<file path="src/rtl/button_pkg.sv">
// Shared types and constants for the push-button front end of the lock chip.
package button_pkg;

  typedef enum logic [2:0] {
    EV_NONE    = 3'd0,
    EV_ENTER0  = 3'd1,
    EV_ENTER1  = 3'd2,
    EV_CONFIRM = 3'd3,
    EV_CLEAR   = 3'd4,
    EV_SELECT  = 3'd5
  } event_t;

  localparam int NUM_BUTTONS = 5;

  // Bit positions of each button inside the conditioned press/stable vectors.
  localparam int BTN_ENTER0  = 0;
  localparam int BTN_ENTER1  = 1;
  localparam int BTN_CONFIRM = 2;
  localparam int BTN_CLEAR   = 3;
  localparam int BTN_SELECT  = 4;

endpackage

</file>
<file path="src/rtl/button_debouncer.sv">
// One button channel: synchroniser, level debouncer and registered rising-edge pulse.
module button_debouncer #(
  parameter int SYNC_STAGES     = 2,
  parameter int DEBOUNCE_CYCLES = 2,
  parameter int CNT_W           = 4
) (
  input  logic clock,
  input  logic reset,
  input  logic raw,
  output logic stable,
  output logic press
);

  // Count value on which a mismatching level has persisted long enough to accept.
  localparam logic [CNT_W-1:0] CNT_LAST = CNT_W'(DEBOUNCE_CYCLES - 1);

  logic [SYNC_STAGES-1:0] sync_p0;
  logic                   synced;
  logic [CNT_W-1:0]       cnt;
  logic                   stable_d;

  assign synced = sync_p0[SYNC_STAGES-1];

  // Shift the asynchronous button through the synchroniser chain.
  always_ff @(posedge clock) begin
    if (!reset) begin
      sync_p0 <= '0;
    end else begin
      sync_p0 <= {sync_p0[SYNC_STAGES-2:0], raw};
    end
  end

  // Accept a new level only after it has been seen for DEBOUNCE_CYCLES consecutive cycles.
  always_ff @(posedge clock) begin
    if (!reset) begin
      cnt    <= '0;
      stable <= 1'b0;
    end else if (synced == stable) begin
      cnt <= '0;
    end else if (cnt == CNT_LAST) begin
      stable <= synced;
      cnt    <= '0;
    end else begin
      cnt <= cnt + CNT_W'(1);
    end
  end

  // One-cycle pulse on each accepted 0->1 transition; releases produce nothing.
  always_ff @(posedge clock) begin
    if (!reset) begin
      stable_d <= 1'b0;
      press    <= 1'b0;
    end else begin
      stable_d <= stable;
      press    <= stable & ~stable_d;
    end
  end

endmodule

</file>
<file path="src/rtl/button_event_encoder.sv">
// Conditions the five raw buttons, picks one winner per cycle by priority and
// holds it in a one-entry valid/ready buffer for the lock/mode FSM.
module button_event_encoder
  import button_pkg::*;
#(
  parameter int SYNC_STAGES     = 2,
  parameter int DEBOUNCE_CYCLES = 2,
  parameter int CNT_W           = 4
) (
  input  logic       clock,
  input  logic       reset,
  input  logic       enter0,
  input  logic       enter1,
  input  logic       confirm,
  input  logic       clear,
  input  logic       algorithm_select_mode,
  input  logic       event_ready,
  output logic       event_valid,
  output logic [2:0] event_code,
  output logic       event_dropped,
  output logic       buttons_idle
);

  logic [NUM_BUTTONS-1:0] raw_vec;
  logic [NUM_BUTTONS-1:0] stable_vec;
  logic [NUM_BUTTONS-1:0] press_vec;
  event_t                 winner;
  event_t                 code_q;

  assign raw_vec[BTN_ENTER0]  = enter0;
  assign raw_vec[BTN_ENTER1]  = enter1;
  assign raw_vec[BTN_CONFIRM] = confirm;
  assign raw_vec[BTN_CLEAR]   = clear;
  assign raw_vec[BTN_SELECT]  = algorithm_select_mode;

  genvar gi;
  generate
    for (gi = 0; gi < NUM_BUTTONS; gi++) begin : g_btn
      button_debouncer #(
        .SYNC_STAGES    (SYNC_STAGES),
        .DEBOUNCE_CYCLES(DEBOUNCE_CYCLES),
        .CNT_W          (CNT_W)
      ) u_deb (
        .clock (clock),
        .reset (reset),
        .raw   (raw_vec[gi]),
        .stable(stable_vec[gi]),
        .press (press_vec[gi])
      );
    end
  endgenerate

  // Priority encode simultaneous presses: clear > confirm > select > enter1 > enter0.
  always_comb begin
    winner = EV_NONE;
    if (press_vec[BTN_CLEAR])        winner = EV_CLEAR;
    else if (press_vec[BTN_CONFIRM]) winner = EV_CONFIRM;
    else if (press_vec[BTN_SELECT])  winner = EV_SELECT;
    else if (press_vec[BTN_ENTER1])  winner = EV_ENTER1;
    else if (press_vec[BTN_ENTER0])  winner = EV_ENTER0;
  end

  // One-entry buffer: load when empty or being consumed, otherwise discard and flag the drop.
  always_ff @(posedge clock) begin
    if (!reset) begin
      event_valid   <= 1'b0;
      code_q        <= EV_NONE;
      event_dropped <= 1'b0;
      buttons_idle  <= 1'b1;
    end else begin
      buttons_idle  <= ~|stable_vec;
      event_dropped <= 1'b0;
      if (|press_vec) begin
        if (!event_valid || event_ready) begin
          event_valid <= 1'b1;
          code_q      <= winner;
        end else begin
          event_dropped <= 1'b1;
        end
      end else if (event_valid && event_ready) begin
        event_valid <= 1'b0;
        code_q      <= EV_NONE;
      end
    end
  end

  assign event_code = code_q;

endmodule

</file>
<file path="config.mk">
export PLATFORM = sky130hd
export DESIGN_NAME = button_event_encoder
export DESIGN_NICKNAME = d
export VERILOG_FILES = /design/src/rtl/button_pkg.sv /design/src/rtl/button_debouncer.sv /design/src/rtl/button_event_encoder.sv
export SDC_FILE = /design/constraint.sdc
export NUM_CORES = 1
export LEC_CHECK = 0
export BUFFER_PORTS_ARGS = -buffer_cell sky130_fd_sc_hd__buf_2
export CORE_MARGIN = 5
export CORE_UTILIZATION = 40
export DETAILED_ROUTE_END_ITERATION = 8
export HOLD_SLACK_MARGIN = 0.1
export SLEW_MARGIN = 20
export SYNTH_ARGS = -nofsm -noshare
export SYNTH_HDL_FRONTEND = slang
export SYNTH_SLANG_ARGS = --single-unit
</file>
<file path="constraint.sdc">
create_clock -name clock -period 2.04 [get_ports clock]
set_input_delay 0.204 -clock clock [delete_from_list [all_inputs] [get_ports clock]]
set_output_delay 0.204 -clock clock [all_outputs]
set_load 0.01 [all_outputs]
</file>
# Yosys cells after proc, flatten, opt, wreduce, memory -nomap -nowiden
# Index checks and enable logic that the tools add are counted.
# word_totals
input_bits	8
elab_cells	92
regBits	51
output_inout_bits	6
# classes
n_reduce_logical	19
n_eq_ne	11
bitwise	16
n_addsub	5
muxes	12
# ops
op	n
4-bit by 1-bit adder with 4-bit output, second input constant	5
4-bit by 1-bit equality test with 1-bit output, second input constant	5
3-bit two-way mux	6
3-bit OR reduction	5
2-bit AND reduction	7
1-bit inverter	11
5-bit OR reduction	2
1-bit bitwise AND	5
1-bit equality test	5
1-bit two-way mux	5
1-bit zero test	2
2-bit two-way mux	1
2-bit by 1-bit inequality test with 1-bit output, second input constant	1
2-bit nonzero test	1
1-bit logical AND	1
1-bit logical OR	1

# Longest topological paths before layout
# Gate-level depths: netlist (run 1).
# logic_depth
depth_word	7
ltp_mapped	5
mapped_depth_nobuf	5

# Hierarchy
# A second synthesis (run 1) with hierarchy kept.
# unflattened
cells_unflattened	172
hier_area_um2	1880.6
# by_module_without_submodules
mod	seq_area_each_um2	area_per_inst_um2	n_inst	cells_per_inst
button_debouncer	180.2	316.6	5	28
button_event_encoder	120.1	297.8	1	32

# Worst setup path before layout (run 1)
# Ideal clock, no wire load.
# synth_path
path_kind	register -> register
startpoint	register g_btn[1].u_deb.press
endpoint	register event_valid
t_arrival_ns	1.054
n_path_buf	0
setup_slack_ns	0.866
period_less_slack_ns	1.174
setup_time_ns	0.120
stages_incl_launch_ff	3
required_time_ns	1.920
path_cell_list	dfxtp_1 > or4_4 > o31a_1
# synth_via
elab_chain_cells	3
word_cells_on_any_way	5
classes_between	1 x eq/ne; 1 x mux; 3 x reduce/logical
# synth_rtl
element	line_no	rtl
from (decl)	button_debouncer.sv:11	output logic press
from (signal assigned)	button_debouncer.sv:55	press <= stable & ~stable_d;
5-bit OR reduction *	button_event_encoder.sv:73	if (|press_vec) begin
2-bit by 1-bit inequality test with 1-bit output (no source line) or 2-bit nonzero test (tied branches)	-	
2-bit AND reduction (no source line)	-	
to (signal assigned)	button_event_encoder.sv:66	event_valid <= 1'b0;
to (signal assigned)	button_event_encoder.sv:75	event_valid <= 1'b1;
to (signal assigned)	button_event_encoder.sv:81	event_valid <= 1'b0;
to (decl)	button_event_encoder.sv:18	output logic event_valid,
# Every way passes the cells marked *; elsewhere a longest branch is shown, timed or not.
# A chain may end at the register's enable or synchronous reset.

# Final worst setup path (run 1)
# layout_path
startpoint	register g_btn[3].u_deb.cnt[0]
endpoint	register g_btn[3].u_deb.cnt[0]
# layout_via
elab_chain_cells	2
word_cells_on_any_way	3
classes_between	1 x add/sub; 1 x eq/ne; 1 x reduce/logical
# layout_rtl
element	line_no	rtl
from (decl)	button_debouncer.sv:19	logic [CNT_W-1:0] cnt;
from (signal assigned)	button_debouncer.sv:44	cnt <= cnt + CNT_W'(1);
parallel branches: the longest is 2 deep, another holds 4-bit by 1-bit adder with 4-bit output	-	
# Several ways; the timed one is not identified.

==> qor.yml, run 1 <==
global_routing:
  antenna_found_initial: 0
  grtUsageTotal_pct: 9.63
  use_met1_pct: 10.8
  busiest_layer: "met2"
  grt_start_max_net_pins: 34
  grt_pass1_wl_mm: 4.84
  grt_util_met2_pct: 16.5
  grt-ovfl-total: 0
  grtUsageMet3_pct: 3.94
  grt_pass1_vias: 1160
timing:
  fin_crit_sh_pct: 62.7
  rsz0062_at_grt: "no"
  setup_viol: 0
  setup_ws_ns: 0.761
  finalSetupTns_ns: 0
  slew-limit-headroom_pct: 67.8
  max_freq_mhz: 782
  tightest_slew_ns: 0.483
  fin_skew_ns: 0.00381
  maxSlewViolCount: 0
  holdWs_ns: 0.114
  finalHoldViolCount: 0
  min_period_ns: 1.28
detailed_routing:
  drtAntennaViolNets: 0
  viasPerCell: 4.60
  vias: 1114
  wire_per_inst_um: 11.1
  remaining_drc_errors: 0
  drt-initial-drc-count: 44
  drt_first_pass_iters: 3
  wl_mm: 2.68
min_path:
  hp-start: "confirm"
  holdPathStages: 2
  hold_end: "g_btn[2].u_deb.sync_p0[0]$_SDFF_PN0_"
  worstHoldPathType: "primary input to register"
power_and_ir_drop:
  clockPowerShare_pct: 33.4
  ir_worst_vdd_uv: 463
  powerDensity_mw_per_mm2: 781
  intPower_mw: 1.27
  p_total_mw: 1.60
  switchingPower_mw: 0.325
  share_comb_of_total_power_pct: 3.0
  p_sw_share_pct: 20.3
  seq_power_share_pct: 63.6
  cellLeakagePower_nw: 0.860
clocking:
  cts_buffer_depth: 2
  cts_inserted_buffers: 5
  cts-htree-levels: 2
  numClockSinks: 51
  clk_latency_ns: 0.29
  root_buffer: "clkbuf_8"
  cts_tree: "built"
  path_clk_slew_ns: 0.08
run:
  drv_cap: 0
yosys:
  synth_compound_area_share_pct: 2.52
  yosys.area_share.simple_pct: 22.0
  yosys.area.top_type: "dfxtp_1"
  synth_nets: 189
  syn-mean-instance-area_um2: 10.8
  synth_warnings: 0
  synth_xor_area_share_pct: 7.14
  syn_area_mm2: 0.00184
  synth_top_cell_area_share_pct: 55.5
  synth_top_family_by_area: "simple AND/OR/NAND/NOR gates"
  ys_ff_latch: 51
  yosysSeqAreaShare_pct: 55.5
  syn_inst: 171
  synth_mux_area_share_pct: 4.35
  synthAdderAreaFrac_pct: 6.80
  synth.area.top_cells: "dfxtp_1 (56%), ha_1 (6.8%), and2_1 (5.1%)"
  synth_cell_types: 24
worst_setup_path:
  crit_slowest_cell: "dfxtp_1"
  rrSetupSlack_ns: 0.76
  arrival_ns: 1.46
  path_cells: "ha_1 > nor3b_1 > nand3b_1 > nor2_1"
  reg2reg_depth: 4
  crit_path_end_kind: "register"
  worstReg2RegStart: "g_btn[3].u_deb.cnt[0]$_SDFF_PP0_"
  worstPathMaxFanout: 4
  start_kind: "register"
  max_stage_delay_ns: 0.39
  required_ns: 2.22
  r2r_end: "g_btn[3].u_deb.cnt[0]$_SDFF_PP0_"
  critPathKind: "register to register"
  critPathTopFamily: "simple AND/OR/NAND/NOR gates"
  cp_num_buf_inv: 0
place:
  dp_hpwl_mm: 2.02
  pre_cts_slack_ns: 0.766
  place_congestion: 0.759
  port_buffers: 13
cells_and_area:
  layout.nets: 207
  diodes: 0
  syn2layout_area_growth_pct: 11.4
  drive_above_1_share_pct: 10.5
  final_cell_mix: "dfxtp_1 (51), nor2_1 (21), and2_1 (15)"
  final_common_cell: "dfxtp_1"
  nFillCells: 423
floorplan:
  fp.dieW_um: 77.8
  die_h_um: 77.8
  ios: 14
  dieArea_mm2: 0.00605
  core_area_mm2: 0.00441
  start_util_pct: 41.7
  fp-row-count: 24
status:
  status: "complete, no violations"
synthesized netlist by cell type:
cell / number
o21ai_0: 3
mux2i_1: 8
inv_1: 5
nor3b_1: 5
and2b_1: 1
buf_2: 1
o31ai_1: 1
xnor2_1: 5
o211a_1: 1
clkbuf_1: 2
nor2_1: 21
or4_4: 1
nand3b_1: 5
ha_1: 10
nand2_1: 3
xor2_1: 10
nor4_1: 1
nand3_1: 5
o31a_1: 1
a21oi_1: 1
dfxtp_1: 51
and2_1: 15
nor2b_1: 14
or4_1: 1
sequential cells by signal (all words and copies together) (netlist names):
signal / count
buttons_idle: 1
event_valid: 1
g_btn.u_deb.stable_d: 5
g_btn.u_deb.sync_p0: 10
g_btn.u_deb.press: 5
event_dropped: 1
g_btn.u_deb.stable: 5
g_btn.u_deb.cnt: 20
event_code: 3
how the worst max path moves through the flow:
stage	startpoint	end	slack (ns)	depth (start not counted)
2_1_floorplan	g_btn[1].u_deb.press$_SDFF_PN0_	event_valid$_SDFFE_PN0P_	0.87	2
3_3_place_gp	g_btn[2].u_deb.cnt[0]$_SDFF_PP0_	g_btn[2].u_deb.cnt[3]$_SDFF_PP0_	0.84	4
3_5_place_dp	g_btn[2].u_deb.cnt[0]$_SDFF_PP0_	g_btn[2].u_deb.cnt[2]$_SDFF_PP0_	0.77	4
4_1_cts	g_btn[3].u_deb.cnt[0]$_SDFF_PP0_	g_btn[3].u_deb.cnt[0]$_SDFF_PP0_	0.75	4
5_1_grt	g_btn[3].u_deb.cnt[0]$_SDFF_PP0_	g_btn[3].u_deb.cnt[0]$_SDFF_PP0_	0.62	4
6_report	g_btn[3].u_deb.cnt[0]$_SDFF_PP0_	g_btn[3].u_deb.cnt[0]$_SDFF_PP0_	0.76	4
power by group through the flow:
stage | Combinational (mW) | Sequential [mW] | Clock (mW)
2_1_floorplan | 0.0333 | 1.04 | 0
3_3_place_gp | 0.0447 | 1.04 | 0
3_5_place_dp | 0.0474 | 1.04 | 0
4_1_cts | 0.0476 | 1.02 | 0.550
5_1_grt | 0.0555 | 1.02 | 0.595
6_report | 0.0481 | 1.02 | 0.534
kinds of logic after synthesis:
logic type / after synthesis
and+or+nand+nor: 72
DFF: 51
AOI/OAI and AO/OA: 7
buffers and inverters: 8
xor gates and xnor gates: 15
muxes: 8
adders and majority gates: 10
stage by stage:
stage,cells,instance area (um^2),utilization [%]
after global placement,233,1960,44.3
after detailed placement,233,1960,44.3
after CTS,241,2040,46.2
final,242,2050,46.4
after global routing,242,2050,46.4
after floorplan,171,1840,-
final cells by class:
| cell class | count | area, um^2 | area share (%) |
|---|---|---|---|
| Tap cell | 52 | 65.1 | 3.18 |
| Timing Repair Buffer | 14 | 75.1 | 3.67 |
| Inverter | 5 | 18.8 | 0.916 |
| Clock buffer | 7 | 76.3 | 3.73 |
| Multi-Input combinational cell | 112 | 787 | 38.4 |
| Sequential cell | 51 | 1020 | 49.8 |
| Clock inverter | 1 | 5.00 | 0.244 |
worst reg2reg max path, delay by kind of cell (launching register included):
kind / cells / cell delay, ns
fa+ha+maj: 1 / 0.16
simple gates: 3 / 0.62
flops: 1 / 0.39
layer usage:
layer / vias to the layer above / part of all wire, %
li1: 591 / -
met1: 505 / 44
met2: 16 / 50
met3: 2 / 5.0
met4: 0 / 0.82
met5: - / 0
timing repair:
| item | 4_1_cts | 5_1_grt |
|---|---|---|
| endpoints found under the hold margin | 0 | 1 |
| gates resized for setup | 0 | 0 |
| buffers inserted | 0 | 0 |
| hold buffers | 0 | 1 |
Power figures use the tool's default switching activity.
==> run 2: changes to the inputs <==
ABC_AREA = 1   (was unset)
clock period = 1.2 ns   (was 2.04 ns; I/O delays follow)
==> qor.yml, run 2 <==
place:
  place_congestion: 0.766
  dp_hpwl_mm: 1.77
  port_buffers: 13
  pre_cts_slack_ns: 0.223
  dpl_cell_area_mm2: 0.00198
yosys:
  synth_cell_types: 17
  yosys.area_share.simple_pct: 19.3
  synth_compound_area_share_pct: 6.63
  ys_ff_latch: 51
  synth-edff-count: 0
  synth_top_family_by_area: "simple AND/OR/NAND/NOR gates"
  synth_commonest_cells: "dfxtp_1 (51), nor2_1 (39), nand2_1 (37)"
  syn-mean-instance-area_um2: 8.57
  synth_warnings: 0
  yosys.area.top_type: "dfxtp_1"
  synthAdderAreaFrac_pct: 6.76
  synth_mux_area_share_pct: 0
  async_reset_ff_share_pct: 0
  yosysSeqAreaShare_pct: 55.2
  synth_xor_area_share_pct: 4.73
  synthFlopType: "dfxtp_1"
  synth.most_common_cell: "dfxtp_1"
  syn_inst: 216
  synth_top_cell_area_share_pct: 55.2
  synth_nets: 234
  syn_area_mm2: 0.00185
  synth.area.top_cells: "dfxtp_1 (55%), nor2_1 (7.9%), nand2_1 (7.5%)"
detailed_routing:
  wire_per_inst_um: 8.77
  wl_mm: 2.58
  drt-initial-drc-count: 41
  drtAntennaViolNets: 0
  vias: 1248
  remaining_drc_errors: 0
  viasPerCell: 4.24
  drt_first_pass_iters: 2
clocking:
  cts_inserted_buffers: 5
  cts_tree: "built"
  clk_latency_ns: 0.30
  cts_setup_buffers: 0
  numClockSinks: 51
  cts_buffer_depth: 2
  root_buffer: "clkbuf_8"
  path_clk_slew_ns: 0.08
  cts-htree-levels: 2
timing:
  rsz0062_at_grt: "no"
  fin_crit_sh_pct: 82.5
  finalSetupTns_ns: 0
  holdWs_ns: 0.151
  tightest_slew_ns: 0.322
  max_freq_mhz: 1010
  finalHoldViolCount: 0
  min_period_ns: 0.990
  fin_skew_ns: 0.00637
  setup_ws_ns: 0.210
  setup_viol: 0
  maxSlewViolCount: 0
  slew-limit-headroom_pct: 78.5
worst_setup_path:
  crit_path_frequent_cell: "inv_1"
  worstPathMaxFanout: 5
  max_stage_delay_ns: 0.35
  start_kind: "register"
  crit_slowest_cell: "dfxtp_1"
  critPathTopFamily: "simple AND/OR/NAND/NOR gates"
  arrival_ns: 1.24
  required_ns: 1.45
  critPathKind: "register to register"
  crit_path_end_kind: "register"
  cp_num_buf_inv: 2
  path_cells: "inv_1 > or2_4 > or2_1 > inv_1"
floorplan:
  start_util_pct: 41.9
  fp.dieW_um: 78.0
  core_area_mm2: 0.00441
  die_h_um: 78.0
  ios: 14
  dieArea_mm2: 0.00609
  fp-row-count: 24
global_routing:
  grtUsageTotal_pct: 9.31
  grt_start_max_net_pins: 20
  grt-ovfl-total: 0
  grt_pass1_vias: 1150
  grt_pass1_wl_mm: 4.55
  antenna_found_initial: 0
cells_and_area:
  fin_area_mm2: 0.00213
  regMostFlops: "g_btn.u_deb.cnt"
  diodes: 0
  final_common_cell: "dfxtp_1"
  syn2layout_area_growth_pct: 15.1
  largest_reg_flops: 20
  drive_above_1_share_pct: 10.7
  layout.nets: 259
  top_regs: "g_btn.u_deb.cnt x20, g_btn.u_deb.sync_p0 x10"
  final_cell_mix: "dfxtp_1 (51), nor2_1 (39), nand2_1 (37)"
power_and_ir_drop:
  p_total_mw: 3.09
  ir_worst_vdd_uv: 957
  powerDensity_mw_per_mm2: 1450
  cellLeakagePower_nw: 1.01
status:
  status: "complete, no violations"
min_path:
  worstHoldPathType: "primary input to register"
run:
  drv_cap: 0
[run 2: changes by cell type after synthesis, moves of 4 or more]
| cell | previous run | this run |
|---|---|---|
| nand2_1 | 3 | 37 |
| inv_1 | 5 | 30 |
| nor2_1 | 21 | 39 |
| and2_1 | 15 | 0 |
| nor2b_1 | 14 | 0 |
| a21oi_1 | 1 | 11 |
| mux2i_1 | 8 | 0 |
| o21ai_0 | 3 | 10 |
| nand3b_1 | 5 | 0 |
| nor3b_1 | 5 | 0 |
| xor2_1 | 10 | 5 |
| nand3_1 | 5 | 9 |
[run 2: routing by layer]
| metal | up-vias | GRT usage [%] | share of wire, % |
|---|---|---|---|
| li1 | 708 | - | - |
| met4 | 0 | 4.56 | 1.2 |
| met3 | 2 | 4.35 | 5.8 |
| met5 | - | 0 | 0 |
| met2 | 20 | 14.4 | 41 |
| met1 | 518 | 10.9 | 52 |
[run 2: layout make-up]
cell class | count | area [um^2]
inverter | 30 | 113
tap | 52 | 65.1
multi-input combinational | 132 | 693
clock buffer | 8 | 100
sequential | 51 | 1020
timing repair buffer | 21 | 138
fill | 430 | 2280
[run 2: metrics by stage]
step	instances	utilization, %
floorplan	216	-
global placement	281	44.8
detailed placement	281	44.8
CTS	294	48.2
global route	294	48.2
finish	294	48.2
[run 2: path summary, 6_finish.rpt]
| check | startpoint | end | slack (ns) | cells after the start |
|---|---|---|---|---|
| max reg2reg | event_valid$_SDFFE_PN0P_ | event_dropped$_SDFF_PN0_ | 0.21 | 4 |
| max | event_valid$_SDFFE_PN0P_ | event_dropped$_SDFF_PN0_ | 0.21 | 4 |
| min reg2reg | g_btn[4].u_deb.stable_d$_SDFF_PN0_ | g_btn[4].u_deb.press$_SDFF_PN0_ | 0.38 | 1 |
| min | event_ready | event_valid$_SDFFE_PN0P_ | 0.15 | 3 |
[run 2: cell families (layout without fill, tap and decap cells)]
logic type | Yosys count | in the layout
flops | 51 | 51
fa+ha+maj | 10 | 10
simple gates | 89 | 89
buf+inv | 33 | 59
compound gates | 23 | 23
xor+xnor | 10 | 10
[run 2: timing repair]
action                                 4_1_cts  5_1_grt
gates resized for setup                      0        0
hold buffers                                 5        0
endpoints found under the hold margin        5        0
setup endpoints to repair                    0        0
[run 2: worst reg2reg max path, stage by stage, from the launching register on]
cell and delay (ns):
dfxtp_1 0.35, inv_1 0.07, or2_4 0.25, or2_1 0.23
inv_1 0.05
[run 2: report_power, final]
group          total (mW)  switching (mW)  leakage (nW)  internal [mW]
Sequential           1.81          0.0423         0.415           1.76
Clock                1.04           0.510        0.0515          0.526
Combinational       0.245           0.137         0.543          0.108
==> run 3: changes to the inputs <==
clock period = 0.9 ns   (was 1.2 ns; I/O delays follow)
==> qor.yml, run 3 (synthesis results as in run 2) <==
place:
  dp_hpwl_mm: 1.83
  pre_cts_slack_ns: -0.0812
  place_congestion: 0.823
  port_buffers: 13
clocking:
  cts_tree: "built"
  path_clk_slew_ns: 0.09
  clk_latency_ns: 0.30
  cts_inserted_buffers: 5
  numClockSinks: 51
  cts-htree-levels: 2
  cts_buffer_depth: 2
  root_buffer: "clkbuf_8"
timing:
  holdWs_ns: 0.112
  min_period_ns: 0.941
  finalHoldViolCount: 0
  setup_ws_ns: -0.0414
  maxSlewViolCount: 0
  rsz0062_at_grt: "yes"
  fin_skew_ns: 0.00394
  fin_crit_sh_pct: 105
  setup_viol: 6
  max_freq_mhz: 1060
  tightest_slew_ns: 0.165
  slew-limit-headroom_pct: 89.0
worst_setup_path:
  critPathTopFamily: "simple AND/OR/NAND/NOR gates"
  max_stage_delay_ns: 0.35
  arrival_ns: 1.18
  worstPathMaxFanout: 3
  critPathKind: "register to register"
  cp_num_buf_inv: 0
  crit_slowest_cell: "dfxtp_2"
  required_ns: 1.14
  path_cells: "nor2_4 > nand4_1 > nand3_1 > nand2_1 > nor2_1"
  crit_path_end_kind: "register"
  start_kind: "register"
power_and_ir_drop:
  seq_power_share_pct: 55.0
  share_comb_of_total_power_pct: 10.6
  p_sw_share_pct: 23.1
  clockPowerShare_pct: 34.4
  ir_worst_vdd_uv: 1020
  switchingPower_mw: 1.02
  cellLeakagePower_nw: 1.11
  powerDensity_mw_per_mm2: 1740
  intPower_mw: 3.40
detailed_routing:
  drt-initial-drc-count: 24
  vias: 1341
  drt_first_pass_iters: 4
  wl_mm: 2.97
  remaining_drc_errors: 0
  wire_per_inst_um: 9.92
  drtAntennaViolNets: 0
  viasPerCell: 4.48
cells_and_area:
  largest_reg_flops: 20
  syn2layout_area_growth_pct: 37.4
  register_area_mm2: 0.00107
  drive_above_1_share_pct: 47.0
  layout.nets: 265
  diodes: 0
  final_cell_mix: "nand2_1 (26), nor2_1 (25), inv_1 (23), dfxtp_1 (23), dfxtp_2 (22)"
  nFillCells: 417
  top_regs: "g_btn.u_deb.cnt x20, g_btn.u_deb.sync_p0 x10"
  multi_input_area_um2: 978
  regMostFlops: "g_btn.u_deb.cnt"
  final_common_cell: "nand2_1"
status:
  violations: "setup timing"
  status: "complete, but fails checks"
floorplan:
  die_h_um: 78.0
  fp.dieW_um: 78.0
  core_area_mm2: 0.00441
  ios: 14
  fp-row-count: 24
  start_util_pct: 41.9
  dieArea_mm2: 0.00609
global_routing:
  antenna_found_initial: 0
  grt-ovfl-total: 0
  grt_pass1_vias: 1150
  grtUsageTotal_pct: 9.98
  grt_pass1_wl_mm: 4.85
  grt_start_max_net_pins: 20
min_path:
  worstHoldPathType: "primary input to register"
run:
  drv_cap: 0
[run 3: cell types whose count changed in the layout (fill, tap and decap cells not counted), moves of 10 or more]
| cell | previous run | this run |
|---|---|---|
| dfxtp_1 | 51 | 23 |
| dfxtp_2 | 0 | 22 |
| nand2_1 | 37 | 26 |
| nand2_4 | 0 | 10 |
| nor2_1 | 39 | 25 |
| nor2_2 | 0 | 10 |
[run 3: cell type report]
| cell class | instances | share of cell area [%] |
|---|---|---|
| multi-input cells | 132 | 38.5 |
| flip-flops and latches | 51 | 42.1 |
| clock buffers | 5 | 2.71 |
| clock inverters | 2 | 1.48 |
| inverters | 30 | 4.43 |
| repair buffers | 27 | 8.22 |
| well taps | 52 | 2.56 |
[run 3: worst reg2reg max path: stages (launching register included)]
cell	delay, ns
dfxtp_2	0.35
nor2_4	0.12
nand4_1	0.15
nand3_1	0.11
nand2_1	0.06
nor2_1	0.09
[run 3: power groups by stage]
stage          clock, mW  sequential, mW  combinational [mW]
4_1_cts             1.58            2.42               0.395
5_1_grt             1.68            2.45               0.525
6_report            1.52            2.43               0.470
2_1_floorplan          0            2.47               0.211
3_3_place_gp           0            2.46               0.342
3_5_place_dp           0            2.46               0.347
[run 3: path summary, 6_finish.rpt]
check / from / end / slack, ns / depth (start not counted)
worst max-delay path: g_btn[4].u_deb.press$_SDFF_PN0_ / event_code[1]$_SDFFE_PN0P_ / -0.04 / 5
worst min-delay path: event_ready / event_valid$_SDFFE_PN0P_ / 0.11 / 3
worst max register to register: g_btn[4].u_deb.press$_SDFF_PN0_ / event_code[1]$_SDFFE_PN0P_ / -0.04 / 5
worst min register to register: g_btn[4].u_deb.stable_d$_SDFF_PN0_ / g_btn[4].u_deb.press$_SDFF_PN0_ / 0.38 / 1
[run 3: timing repair]
item | 4_1_cts | 5_1_grt
pin swaps | 7 | 31
resized for setup | 38 | 81
hold endpoints to repair | 5 | 0
setup buffers | 0 | 1
gates cloned | 0 | 0
setup endpoints to repair | 30 | 32
hold buffers | 5 | 0
[run 3: layer usage]
layer	vias to the layer above	part of all wire, %	track usage (%)
met5	-	0	0
met4	0	2.2	5.07
met3	4	4.8	4.46
met2	18	48	15.2
li1	721	-	-
met1	598	45	11.9
[run 3: metrics by stage]
step / instances / total power [mW] / setup TNS, ns / utilization (%) / cell area, um^2
global route: 299 / 4.65 / -0.634 / 57.6 / 2540
detailed placement: 286 / 2.81 / -0.819 / 46.0 / 2030
floorplan: 216 / 2.68 / -0.0357 / - / 1850
CTS: 298 / 4.40 / -0.170 / 51.5 / 2270
global placement: 286 / 2.80 / -0.438 / 46.0 / 2030
finish: 299 / 4.42 / -0.168 / 57.6 / 2540
